## config.mk

```make
export PLATFORM = sky130hd
export DESIGN_NAME = sr_bank_arbiter
export DESIGN_NICKNAME = d
export VERILOG_FILES = /design/src/rtl/sr_bank_pkg.sv /design/src/rtl/sr_bank_arbiter_rr.sv /design/src/rtl/sr_bank_arbiter.sv
export SDC_FILE = /design/constraint.sdc
export NUM_CORES = 1
export LEC_CHECK = 0
export BUFFER_PORTS_ARGS = -buffer_cell sky130_fd_sc_hd__buf_2
export CAP_MARGIN = 10
export CORE_MARGIN = 3
export CORE_UTILIZATION = 44
export CTS_CLUSTER_DIAMETER = 80
export DETAILED_ROUTE_END_ITERATION = 8
export PLACE_DENSITY = 0.69
export SLEW_MARGIN = 20
export SYNTH_ARGS = -nofsm -noshare
export SYNTH_HDL_FRONTEND = slang
export SYNTH_HIERARCHICAL = 1
export SYNTH_SLANG_ARGS = --single-unit
export TNS_END_PERCENT = 10
```

## constraint.sdc

```tcl
create_clock -name clk -period 7.5 [get_ports clk]
set_clock_uncertainty 0.15 [all_clocks]
set_input_delay 0.75 -clock clk [delete_from_list [all_inputs] [get_ports clk]]
set_output_delay 0.75 -clock clk [all_outputs]
set_load 0.02 [all_outputs]
```

## src/rtl/sr_bank_pkg.sv

```systemverilog
// rtl/sr_bank_pkg.sv - opcodes and FSM state encoding for sr_bank_arbiter
package sr_bank_pkg;

  localparam logic [1:0] OP_NOP = 2'd0;
  localparam logic [1:0] OP_SET = 2'd1;
  localparam logic [1:0] OP_CLR = 2'd2;
  localparam logic [1:0] OP_TGL = 2'd3;

  localparam logic [1:0] ST_IDLE_ENC   = 2'd0;
  localparam logic [1:0] ST_ISSUE_ENC  = 2'd1;
  localparam logic [1:0] ST_SETTLE_ENC = 2'd2;
  localparam logic [1:0] ST_DONE_ENC   = 2'd3;

  typedef enum logic [1:0] {
    ST_IDLE   = ST_IDLE_ENC,
    ST_ISSUE  = ST_ISSUE_ENC,
    ST_SETTLE = ST_SETTLE_ENC,
    ST_DONE   = ST_DONE_ENC
  } state_t;

endpackage

```

## src/rtl/sr_bank_arbiter_rr.sv

```systemverilog
// rtl/sr_bank_arbiter_rr.sv - combinational round-robin winner select
module rr_arbiter #(
  parameter int NREQ = 4,
  parameter int PW   = $clog2(NREQ)
) (
  input  logic [NREQ-1:0] req,
  input  logic [PW-1:0]   ptr,
  output logic [NREQ-1:0] win_oh,
  output logic [PW-1:0]   win_idx
);

  // scan upward from ptr with wrap-around; the first requester found wins
  always_comb begin
    int   jj;
    logic found;
    win_oh  = '0;
    win_idx = '0;
    found   = 1'b0;
    jj      = 0;
    for (int k = 0; k < NREQ; k++) begin
      jj = int'(ptr) + k;
      if (jj >= NREQ) jj = jj - NREQ;
      if (!found && req[PW'(jj)]) begin
        found              = 1'b1;
        win_oh[PW'(jj)]    = 1'b1;
        win_idx            = PW'(jj);
      end
    end
  end

endmodule

```

## src/rtl/sr_bank_arbiter.sv

```systemverilog
// rtl/sr_bank_arbiter.sv - round-robin sequencer sharing one sr flip-flop bank
module sr_bank_arbiter
  import sr_bank_pkg::*;
#(
  parameter int NREQ = 4,
  parameter int W    = 8,
  parameter int IDXW = 3
) (
  input  logic                 clk,
  input  logic                 rst,
  input  logic [NREQ-1:0]      req,
  input  logic [2*NREQ-1:0]    op,
  input  logic [IDXW*NREQ-1:0] idx,
  output logic [NREQ-1:0]      gnt,
  output logic [NREQ-1:0]      ack,
  output logic                 rdata,
  output logic                 err,
  output logic                 busy,
  output logic [W-1:0]         s_vec,
  output logic [W-1:0]         r_vec,
  input  logic [W-1:0]         q_vec
);

  localparam int PW = $clog2(NREQ);

  state_t          state, state_n;
  logic [PW-1:0]   ptr, ptr_n, win_idx;
  logic [NREQ-1:0] win_oh, gnt_n, ack_n;
  logic [IDXW-1:0] idx_q, idx_n, sel_idx;
  logic [1:0]      sel_op;
  logic            err_q, err_q_n, rdata_n, err_n, busy_n;
  logic            sel_oor, q_bit;
  logic [W-1:0]    sel_oh, idx_q_oh, s_n, r_n;

  rr_arbiter #(.NREQ(NREQ), .PW(PW)) u_rr (
    .req    (req),
    .ptr    (ptr),
    .win_oh (win_oh),
    .win_idx(win_idx)
  );

  // pick the winner's opcode and bit index out of the packed request buses
  always_comb begin
    sel_idx = '0;
    sel_op  = OP_NOP;
    for (int i = 0; i < NREQ; i++) begin
      if (win_oh[i]) begin
        sel_idx = idx[IDXW*i +: IDXW];
        sel_op  = op[2*i +: 2];
      end
    end
  end

  assign sel_oor  = (int'(sel_idx) >= W);
  assign sel_oh   = W'(1) << sel_idx;
  assign q_bit    = |(q_vec & sel_oh);
  assign idx_q_oh = W'(1) << idx_q;

  // next-state and next-output logic; s_n/r_n only ever carry one one-hot side
  always_comb begin
    state_n = state;
    ptr_n   = ptr;
    idx_n   = idx_q;
    err_q_n = err_q;
    gnt_n   = gnt;
    ack_n   = ack;
    rdata_n = rdata;
    err_n   = err;
    busy_n  = busy;
    s_n     = s_vec;
    r_n     = r_vec;
    case (state)
      ST_IDLE: begin
        if (|req) begin
          gnt_n   = win_oh;
          busy_n  = 1'b1;
          idx_n   = sel_idx;
          err_q_n = sel_oor;
          s_n     = '0;
          r_n     = '0;
          if (!sel_oor) begin
            case (sel_op)
              OP_SET:  s_n = sel_oh;
              OP_CLR:  r_n = sel_oh;
              OP_TGL:  if (q_bit) r_n = sel_oh; else s_n = sel_oh;
              default: ;
            endcase
          end
          ptr_n   = (win_idx == PW'(NREQ - 1)) ? '0 : win_idx + 1'b1;
          state_n = ST_ISSUE;
        end
      end
      ST_ISSUE: begin
        s_n     = '0;
        r_n     = '0;
        state_n = ST_SETTLE;
      end
      ST_SETTLE: begin
        rdata_n = err_q ? 1'b0 : |(q_vec & idx_q_oh);
        err_n   = err_q;
        ack_n   = gnt;
        state_n = ST_DONE;
      end
      ST_DONE: begin
        ack_n   = '0;
        gnt_n   = '0;
        err_n   = 1'b0;
        busy_n  = 1'b0;
        state_n = ST_IDLE;
      end
      default: state_n = ST_IDLE;
    endcase
  end

  // state and output registers; reset leaves the bank itself alone
  always_ff @(posedge clk) begin
    if (rst) begin
      state <= ST_IDLE;
      ptr   <= '0;
      idx_q <= '0;
      err_q <= 1'b0;
      gnt   <= '0;
      ack   <= '0;
      rdata <= 1'b0;
      err   <= 1'b0;
      busy  <= 1'b0;
      s_vec <= '0;
      r_vec <= '0;
    end else begin
      state <= state_n;
      ptr   <= ptr_n;
      idx_q <= idx_n;
      err_q <= err_q_n;
      gnt   <= gnt_n;
      ack   <= ack_n;
      rdata <= rdata_n;
      err   <= err_n;
      busy  <= busy_n;
      s_vec <= s_n;
      r_vec <= r_n;
    end
  end

  a_no_sr:     assert property (@(posedge clk) disable iff (rst) (s_vec & r_vec) == '0);
  a_one_drive: assert property (@(posedge clk) disable iff (rst) $onehot0(s_vec | r_vec));
  a_gnt_oh:    assert property (@(posedge clk) disable iff (rst) $onehot0(gnt));
  a_ack_gnt:   assert property (@(posedge clk) disable iff (rst) (ack & ~gnt) == '0);

endmodule

```

==> results_dict.tcl, run 1 <==
set metrics [dict create \
    globalplace.congestion 0.8196 \
    antennaDiodeCount 0 \
    grt.total_usage_pct 18.11 \
    required_worst_endpoint_ns 7.57 \
    via_count_of_the_first_global_routing_pass 1789 \
    die_area_sq_um 5717 \
    drt-total-wl_um 5272 \
    post_synth_num_cell_types 49 \
    start_util_pct 47.33 \
    tritoncts "done" \
    synthesis.area_sq_um 2132 \
    r2r_setup_slack_ns 3.12 \
    placement_rows 24 \
    max-cap-violations 0 \
    syn_nets 283 \
    core-area_sq_um 4504 \
    synth_top_cell_by_area "dfxtp_1" \
    worst-slew-pin-transition_ns 0.7218 \
    dr.first_iter.drc_count 96 \
    most_common_cell_in_the_netlist "dfxtp_1" \
    worstSetupPathType "reg2reg" \
    worst_skew_pair.late_latency_ns 0.28 \
    nets 337 \
    detailed_place.area_sq_um 2422 \
    chipWidth_um 75.61 \
    via_per_inst 5.743 \
    initial_antenna_violation_count 0 \
    post_drt_wl_per_cell_um 15.42 \
    port_buffers 59 \
    clock_tree.root_cell "clkbuf_8" \
    power_density_nw_per_um2 398.8 \
    highest_achievable_clock_rate_ghz 0.2281 \
    syn2layout_area_growth_pct 19.25 \
    hpwl_um 4151 \
    detailedRoute.firstPassIterationCount 4 \
    drc 0 \
    synth_seq_area_share_pct 30.99 \
    status "finished, final reports clean" \
    ys.warnings.count 6 \
    worst-endpoint-arrival_ns 4.46 \
    time_the_worst_path_needs_with_i_o_delays_and_setup_ns 4.384 \
    route.vias.total 1964 \
    end_kind "flip-flop" \
    vdd.ir_drop.worst_v 0.0001808 \
    postCtsSetupBuffers 0 \
    ys_dominant_reg_cell "dfxtp_1" \
    critical_path_peak_fanout 18 \
    slew_violations 0 \
    synthArstFlopShare_pct 0 \
    worstSetupStartpointType "flip-flop" \
    min_path_type "reg2reg" \
    clockBufferDepth 2 \
    synthDominantCellAreaShare_pct 30.99 \
    fin_ws_ns 3.116 \
    dp_slack_ns 3.185 \
    final_layout_size_suffix_gt1_share_pct 28.28 \
    grt_remaining_overflow 0 \
    die_h_um 75.61 \
    post_cts.resized_instances 0 \
    slew_headroom_pct 51.81 \
    avgSynthCellArea_sq_um 9.073 \
    final-hold-violation-count 0 \
    antenna_violating_nets_post_route 0 \
    ys_ff_latch 33 \
    grt_pass1_wl_um 8004 \
    hold-worst-slack_ns 0.2938 \
    pin_count_of_the_biggest_net_entering_global_routing 20 \
    path_clk_slew_ns 0.07 \
    post_synth_most_frequent_cells "33 x dfxtp_1, 23 x nand2_1, 21 x nor2_1" \
    finalCritPeriodShare_pct 58.46 \
    hold_buffers 0 \
    setup_viol_count_final 0 \
    cts_buffers 5 \
    timing.setup.tns_ns 0 \
    grt_setup_unrepaired "no" \
    synth_cells 235 \
    design_area_sq_um 2542 \
    ioPinCount 61 \
    clkSinkCount 33 \
    synth.area.top_cells "dfxtp_1 31%, ha_1 8.2%, mux2i_1 8.0%, a22o_1 5.3%, mux4_2 4.2%" \
    number_of_flops_mapped_to_enable_cells_by_yosys 0 \
    ctsHtreeMaxLevel 2 \
    p_leak_uw 0.001120 \
]
final timing paths:
path / from / endpoint / cells past startpoint
setup / recovery: ptr[0]$_SDFFE_PP0P_ / s_vec[4]$_SDFFE_PP0P_ / 12
hold reg to reg: r_vec[2]$_SDFFE_PP0P_ / r_vec[2]$_SDFFE_PP0P_ / 2
setup reg to reg: ptr[0]$_SDFFE_PP0P_ / s_vec[4]$_SDFFE_PP0P_ / 12
hold / removal: r_vec[2]$_SDFFE_PP0P_ / r_vec[2]$_SDFFE_PP0P_ / 2
kinds of logic (layout without fill, tap and decap cells):
| family | Yosys count | count (layout) | synth area share [%] |
|---|---|---|---|
| simple gates | 74 | 74 | 17.08 |
| compound gates | 71 | 71 | 25.06 |
| flops | 33 | 33 | 30.99 |
| mux | 23 | 23 | 13.97 |
| buf+inv | 19 | 74 | 4.519 |
| fa+ha+maj | 14 | 14 | 8.216 |
| other cells | 1 | 1 | 0.1759 |
state kept, by name, indices dropped and copies added, names as in the netlist:
name and cells:
r_vec 8, s_vec 8, ack 4, gnt 4, idx_q 3, ptr 2
state 2, busy 1, rdata 1
through the flow:
step / util [%] / power, uW / instances
2_1_floorplan: - / 716.5 / 235
3_3_place_gp: 53.78 / 831.5 / 334
6_report: 56.44 / 1014 / 342
5_1_grt: 56.44 / 1089 / 342
4_1_cts: 56.36 / 1013 / 342
3_5_place_dp: 53.78 / 841.4 / 334
area by class of cell:
class	instances	area, sq um
flip-flops and latches	33	660.6
repair buffers	59	295.3
multi-input cells	183	1379
fillers	412	1962
inverters	7	26.28
clock buffers	7	86.33
clock inverters	1	30.03
well taps	52	65.06
routing by layer:
layer	track usage [%]	share of wire (%)	wire length, um
met3	4.749	5.9	311
met5	0	0	0
met2	31.06	49	2575
met1	21.93	44	2326
met4	6.214	1.1	59
layout by cell type (no fill, tap or decap), types with 2 or more instances in the layout:
master / count
a21oi_1: 11
o31ai_1: 4
a31oi_1: 4
nor2b_1: 2
a22o_1: 13
clkbuf_8: 6
nor3_1: 7
nand2b_1: 6
a221o_1: 2
inv_1: 7
dfxtp_1: 33
o21ai_0: 11
nand3b_1: 2
nand3_1: 2
a22oi_1: 6
mux2i_1: 17
mux4_2: 4
ha_1: 14
o211ai_1: 3
a211oi_1: 3
nor2_1: 21
o22ai_1: 4
nand2_1: 23
buf_2: 59
and3_1: 2
power by group:
group | switching [uW] | total [uW] | internal [uW]
registers | 44.2 | 254 | 210
logic | 352 | 589 | 237
clock network | 61.9 | 170 | 108
total | 458 | 1010 | 556
worst max-delay path, cell delays in order, from the launching register on:
cell and delay (ns):
dfxtp_1 0.78, inv_1 0.26, ha_1 0.47, mux4_1 0.37
nor2_2 0.15, nand2_1 0.11, o211ai_1 0.41, nor2_1 0.22
a311oi_4 0.44, mux2i_1 0.32, mux2i_1 0.10, a21oi_1 0.36
a22o_1 0.18
(Power assumes the default switching activity.)
==> run 2: changes to the inputs <==
Clock period 7.5 ns to 4.1 ns, I/O delays scaled along.
==> run 2 against run 1 <==
Effect of this change:
- worst hold slack better by 0.0085 ns
- clock-buffer cell count unchanged
- clock power up 82%
- combinational power up 94%
- register-to-register slack worse by 2.7 ns
- via count down 0.46%
- sequential share of layout area down 0.34 points
- die area unchanged
- worst setup slack worse by 2.7 ns
- largest power group unchanged
==> results_dict.tcl, run 2 (synthesis gave the netlist of run 1 again) <==
set metrics [dict create \
    status "finished, final reports clean" \
    tritoncts "done" \
    die_area_sq_um 5717 \
    syn2layout_area_growth_pct 20.83 \
    drc 0 \
    end_kind "flip-flop" \
    highest_achievable_clock_rate_ghz 0.2687 \
    core-area_sq_um 4504 \
    clock_tree.root_cell "clkbuf_8" \
    postCtsSetupBuffers 0 \
    ctsHtreeMaxLevel 2 \
    slew_headroom_pct 57.63 \
    post_drt_wl_per_cell_um 15.28 \
    most_common_cell_after_layout_fill_and_taps_aside "buf_2" \
    finalCritPeriodShare_pct 90.78 \
    worst_path_slowest_cell "o211ai_1" \
    cpMostUsedCell "mux2i_1" \
    pin_count_of_the_biggest_net_entering_global_routing 20 \
    post_cts.resized_instances 0 \
    power_density_nw_per_um2 728.9 \
    via_count_of_the_first_global_routing_pass 1831 \
    min_path_type "reg2reg" \
    finish.utilization_pct 57.19 \
    cpPeakStageDelay_ns 0.46 \
    dp_slack_ns 0.4100 \
    worstPathCellList "inv_1 -> ha_1 -> mux4_1 -> nor2_2 -> nand2_1 -> o211ai_1 -> nor2_1 -> a311oi_4 -> mux2i_1 -> mux2i_1 -> a21oi_1 -> a22o_1" \
    cts_buffers 5 \
    antennaDiodeCount 0 \
    fin_ws_ns 0.3779 \
    grt.total_usage_pct 18.91 \
    nets 342 \
    worst-endpoint-arrival_ns 3.79 \
    drt-total-wl_um 5303 \
    final_layout_size_suffix_gt1_share_pct 29.15 \
    time_the_worst_path_needs_with_i_o_delays_and_setup_ns 3.722 \
    p_leak_uw 0.001146 \
    start_util_pct 47.33 \
    hold_buffers 0 \
    placement_rows 24 \
    critical_path_peak_fanout 7 \
    worst-slew-pin-transition_ns 0.6298 \
    globalplace.congestion 0.8389 \
    clockBufferDepth 2 \
    worst_skew_pair.late_latency_ns 0.28 \
    ioPinCount 61 \
    vdd.ir_drop.worst_v 0.0003123 \
    worstSetupPathType "reg2reg" \
    route.vias.total 1955 \
    critical_path.top_delay_family "compound AO/OA/AOI/OAI gates" \
    dr.first_iter.drc_count 62 \
    worstSetupStartpointType "flip-flop" \
    layout_common_cells "59 x buf_2, 33 x dfxtp_1, 23 x nand2_1, 21 x nor2_1, 17 x mux2i_1" \
    grt_remaining_overflow 0 \
    required_worst_endpoint_ns 4.17 \
    cp_num_buf_inv 1 \
    die_h_um 75.61 \
    setup_viol_count_final 0 \
    grt_setup_unrepaired "no" \
    via_per_inst 5.634 \
    clkSinkCount 33 \
    hpwl_um 4186 \
    detailedRoute.firstPassIterationCount 4 \
    path_clk_slew_ns 0.07 \
    reg_top3 "r_vec: 8 flops, s_vec: 8 flops" \
    max-cap-violations 0 \
    antenna_violating_nets_post_route 0 \
    chipWidth_um 75.61 \
    final-hold-violation-count 0 \
    timing.setup.tns_ns 0 \
    power.total_uw 1878 \
    port_buffers 59 \
    initial_antenna_violation_count 0 \
    grt_pass1_wl_um 8369 \
    slew_violations 0 \
]
==> run 2: cell type report <==
type,count,area (sq um)
inverters,7,26.28
flip-flops and latches,33,660.6
clock buffers,7,86.33
repair buffers,64,332.8
multi-input cells,183,1375
fillers,425,1928
well taps,52,65.06
clock inverters,1,30.03
==> run 2: routing by layer <==
metal  routed length [um]  vias to the layer above  GRT usage (%)
li1                     -                      986              -
met1                 2378                      921          23.08
met2                 2643                       46          33.37
met3                  267                        2          4.749
met4                   14                        0          4.466
met5                    0                        -              0
==> run 2: worst paths after layout <==
check / startpoint / end / slack, ns / depth (start not counted)
max: ptr[0]$_SDFFE_PP0P_ / s_vec[7]$_SDFFE_PP0P_ / 0.38 / 12
min: r_vec[7]$_SDFFE_PP0P_ / r_vec[7]$_SDFFE_PP0P_ / 0.30 / 2
max reg2reg: ptr[0]$_SDFFE_PP0P_ / s_vec[7]$_SDFFE_PP0P_ / 0.38 / 12
min reg2reg: r_vec[7]$_SDFFE_PP0P_ / r_vec[7]$_SDFFE_PP0P_ / 0.30 / 2
==> run 2: report_power, final <==
part           internal (uW)  leakage (uW)  switching, uW
Combinational            464      0.000819            676
Sequential               385      0.000268           43.0
Clock                    198     0.0000585            112
Total                   1050       0.00115            832
==> run 2: tightest hold or removal path, stage by stage (launching register included) <==
cell and delay, ns:
dfxtp_1 0.32, nand2_1 0.05, o31ai_1 0.05
==> run 2: metrics by stage <==
stage,instance area [sq um],hold WS (ns),std cells
2_1_floorplan,2132,0.3263,235
3_3_place_gp,2460,0.2881,339
3_5_place_dp,2460,0.2914,339
4_1_cts,2576,0.3064,347
5_1_grt,2576,0.3112,347
6_report,2576,0.3023,347
==> run 3: changes to the inputs <==
Settings changed: PLACE_DENSITY 0.69 to 0.67.
==> run 3 against run 2 <==
Effect of this change:
- first-iteration DRC count increased by 130%
- utilization decreased by 0.50 points
- flip-flop and latch count unchanged
- critical path type unchanged
- largest power group unchanged
- non-clock buffer count increased by 1
- global-route usage decreased by 0.061 points
- final area decreased by 0.87%
- final cell count increased by 0.29%
- critical path depth unchanged
- combinational power about the same
- via count increased by 1.8%
- sequential share of layout area increased by 0.23 points
- critical endpoint is now s_vec[4]$_SDFFE_PP0P_
- highest routed layer unchanged
- die area unchanged
- largest cell class unchanged
==> results_dict.tcl, run 3 (synthesis gave the netlist of run 1 again) <==
set metrics [dict create \
    final-hold-violation-count 0 \
    highest_achievable_clock_rate_ghz 0.2752 \
    p_switching_uw 851.2 \
    antenna_violating_nets_post_route 0 \
    post_drt_wl_per_cell_um 15.22 \
    placement_rows 24 \
    grt_pass1_wl_um 8252 \
    vdd.ir_drop.worst_v 0.0003065 \
    r2r_setup_slack_ns 0.47 \
    time_the_worst_path_needs_with_i_o_delays_and_setup_ns 3.634 \
    critical_path.top_delay_family "compound AO/OA/AOI/OAI gates" \
    clockBufferDepth 2 \
    critical_path_peak_fanout 7 \
    p_comb_share_pct 63.6 \
    end_kind "flip-flop" \
    power.internal_uw 968.4 \
    path_depth 12 \
    finalCritPeriodShare_pct 88.63 \
    worstSetupPathType "reg2reg" \
    pin_count_of_the_biggest_net_entering_global_routing 20 \
    cts_buffers 5 \
    worstReg2RegStart "ptr[0]$_SDFFE_PP0P_" \
    grt_setup_unrepaired "no" \
    via_count_of_the_first_global_routing_pass 1857 \
    worstPathCellList "inv_1 -> ha_1 -> mux4_1 -> nor2_2 -> nand2_1 -> o211ai_1 -> nor2_1 -> a311oi_4 -> mux2i_1 -> mux2i_1 -> a21oi_1 -> a22o_1" \
    grt.total_usage_pct 18.85 \
    chipWidth_um 75.61 \
    path_clk_slew_ns 0.07 \
    power_density_nw_per_um2 712.6 \
    postCtsSetupBuffers 0 \
    nets 343 \
    min_path_type "reg2reg" \
    setup.worst_path.start "ptr[0]$_SDFFE_PP0P_" \
    seq_power_share_pct 23.4 \
    p_leak_uw 0.001136 \
    share_of_total_power_consumed_by_net_switching_pct 46.78 \
    drt-total-wl_um 5298 \
    worstSetupStartpointType "flip-flop" \
    timing.setup.tns_ns 0 \
    clkSinkCount 33 \
    cp_num_buf_inv 1 \
    final_layout_size_suffix_gt1_share_pct 29.73 \
    post_cts.resized_instances 0 \
    worst-endpoint-arrival_ns 3.71 \
    via_per_inst 5.721 \
    dr.first_iter.drc_count 141 \
    die_h_um 75.61 \
    worst_skew_pair.late_latency_ns 0.28 \
    layout_common_cells "59 x buf_2, 33 x dfxtp_1, 23 x nand2_1, 21 x nor2_1, 17 x mux2i_1" \
    port_buffers 59 \
    clock_tree.root_cell "clkbuf_8" \
    design_area_sq_um 2554 \
    ioPinCount 61 \
    initial_antenna_violation_count 0 \
    ctsHtreeMaxLevel 2 \
    required_worst_endpoint_ns 4.18 \
    worst-slew-pin-transition_ns 0.6936 \
    core-area_sq_um 4504 \
    start_util_pct 47.33 \
    hpwl_um 4165 \
    worst_path_slowest_cell "a311oi_4" \
    grt_remaining_overflow 0 \
    detailed_place.area_sq_um 2467 \
    die_area_sq_um 5717 \
    critical_path.endpoint "s_vec[4]$_SDFFE_PP0P_" \
    cpMostUsedCell "mux2i_1" \
    syn2layout_area_growth_pct 19.78 \
    detailedRoute.firstPassIterationCount 4 \
    route.vias.total 1991 \
    hold_buffers 0 \
    tritoncts "done" \
    timing.reg2reg.worst_path_depth 12 \
    globalplace.congestion 0.8457 \
    antennaDiodeCount 0 \
    clock_power_share_pct 13.1 \
    slew_headroom_pct 53.33 \
    setup_viol_count_final 0 \
    worstReg2RegEnd "s_vec[4]$_SDFFE_PP0P_" \
    most_common_cell_after_layout_fill_and_taps_aside "buf_2" \
    cpPeakStageDelay_ns 0.45 \
    status "finished, final reports clean" \
    drc 0 \
    slew_violations 0 \
    max-cap-violations 0 \
    reg_top3 "r_vec: 8 flops, s_vec: 8 flops" \
]
## run 3: cell types whose count changed in the layout (fill, tap and decap cells not counted)
cell / before / now
clkbuf_1: 1 / 0
buf_4: 5 / 6
clkinv_2: 0 / 2
clkbuf_8: 6 / 5
bufinv_16: 1 / 0
clkinvlp_4: 0 / 1
## run 3: through the flow
stage          setup WS [ns]  instances  utilization, %  hold WS (ns)  total power [uW]
6_report              0.4660        348           56.69        0.3055              1820
3_3_place_gp          0.5077        340           54.78        0.2824              1570
4_1_cts               0.4854        348           56.69        0.3059              1826
5_1_grt              0.09047        348           56.69        0.3315              1974
2_1_floorplan         0.5518        235               -        0.3263              1311
3_5_place_dp          0.4683        340           54.78        0.2896              1582
## run 3: area by class of cell
| class | instances | area [sq um] |
|---|---|---|
| fillers | 427 | 1951 |
| clock buffers | 5 | 68.82 |
| well taps | 52 | 65.06 |
| repair buffers | 65 | 340.3 |
| flip-flops and latches | 33 | 660.6 |
| clock inverters | 3 | 17.52 |
| inverters | 7 | 26.28 |
| multi-input cells | 183 | 1375 |
## run 3: worst register-to-register path: cells and delay by family, from the launching register on
kind                       cells  cell delay (ns)
muxes                          3             0.80
and+or+nand+nor                3             0.47
buffers and inverters          1             0.10
adders and majority gates      1             0.42
DFF                            1             0.33
AOI/OAI and AO/OA              4             1.31
## run 3: worst min path at each step
stage	from	end	slack [ns]	depth (start not counted)
after floorplan	state[1]$_SDFFE_PP0P_	state[1]$_SDFFE_PP0P_	0.33	2
after global placement	r_vec[7]$_SDFFE_PP0P_	r_vec[7]$_SDFFE_PP0P_	0.28	2
after detailed placement	r_vec[2]$_SDFFE_PP0P_	r_vec[2]$_SDFFE_PP0P_	0.29	2
after CTS	r_vec[2]$_SDFFE_PP0P_	r_vec[2]$_SDFFE_PP0P_	0.31	2
after global routing	r_vec[3]$_SDFFE_PP0P_	r_vec[3]$_SDFFE_PP0P_	0.33	2
final	r_vec[7]$_SDFFE_PP0P_	r_vec[7]$_SDFFE_PP0P_	0.31	2
## run 3: routing by layer
metal | wire length (um) | vias to the layer above | global-route usage, %
li1 | - | 988 | -
met1 | 2366 | 931 | 24.13
met2 | 2505 | 61 | 30.97
met3 | 323 | 11 | 4.354
met4 | 103 | 0 | 6.990
met5 | 0 | - | 0
## run 3: power groups by stage
stage	Sequential (uW)	Combinational, uW	Clock [uW]
after floorplan	479	831	0
after global placement	432	1140	0
after detailed placement	433	1150	0
after CTS	426	1160	244
after global routing	436	1280	254
final	425	1160	238
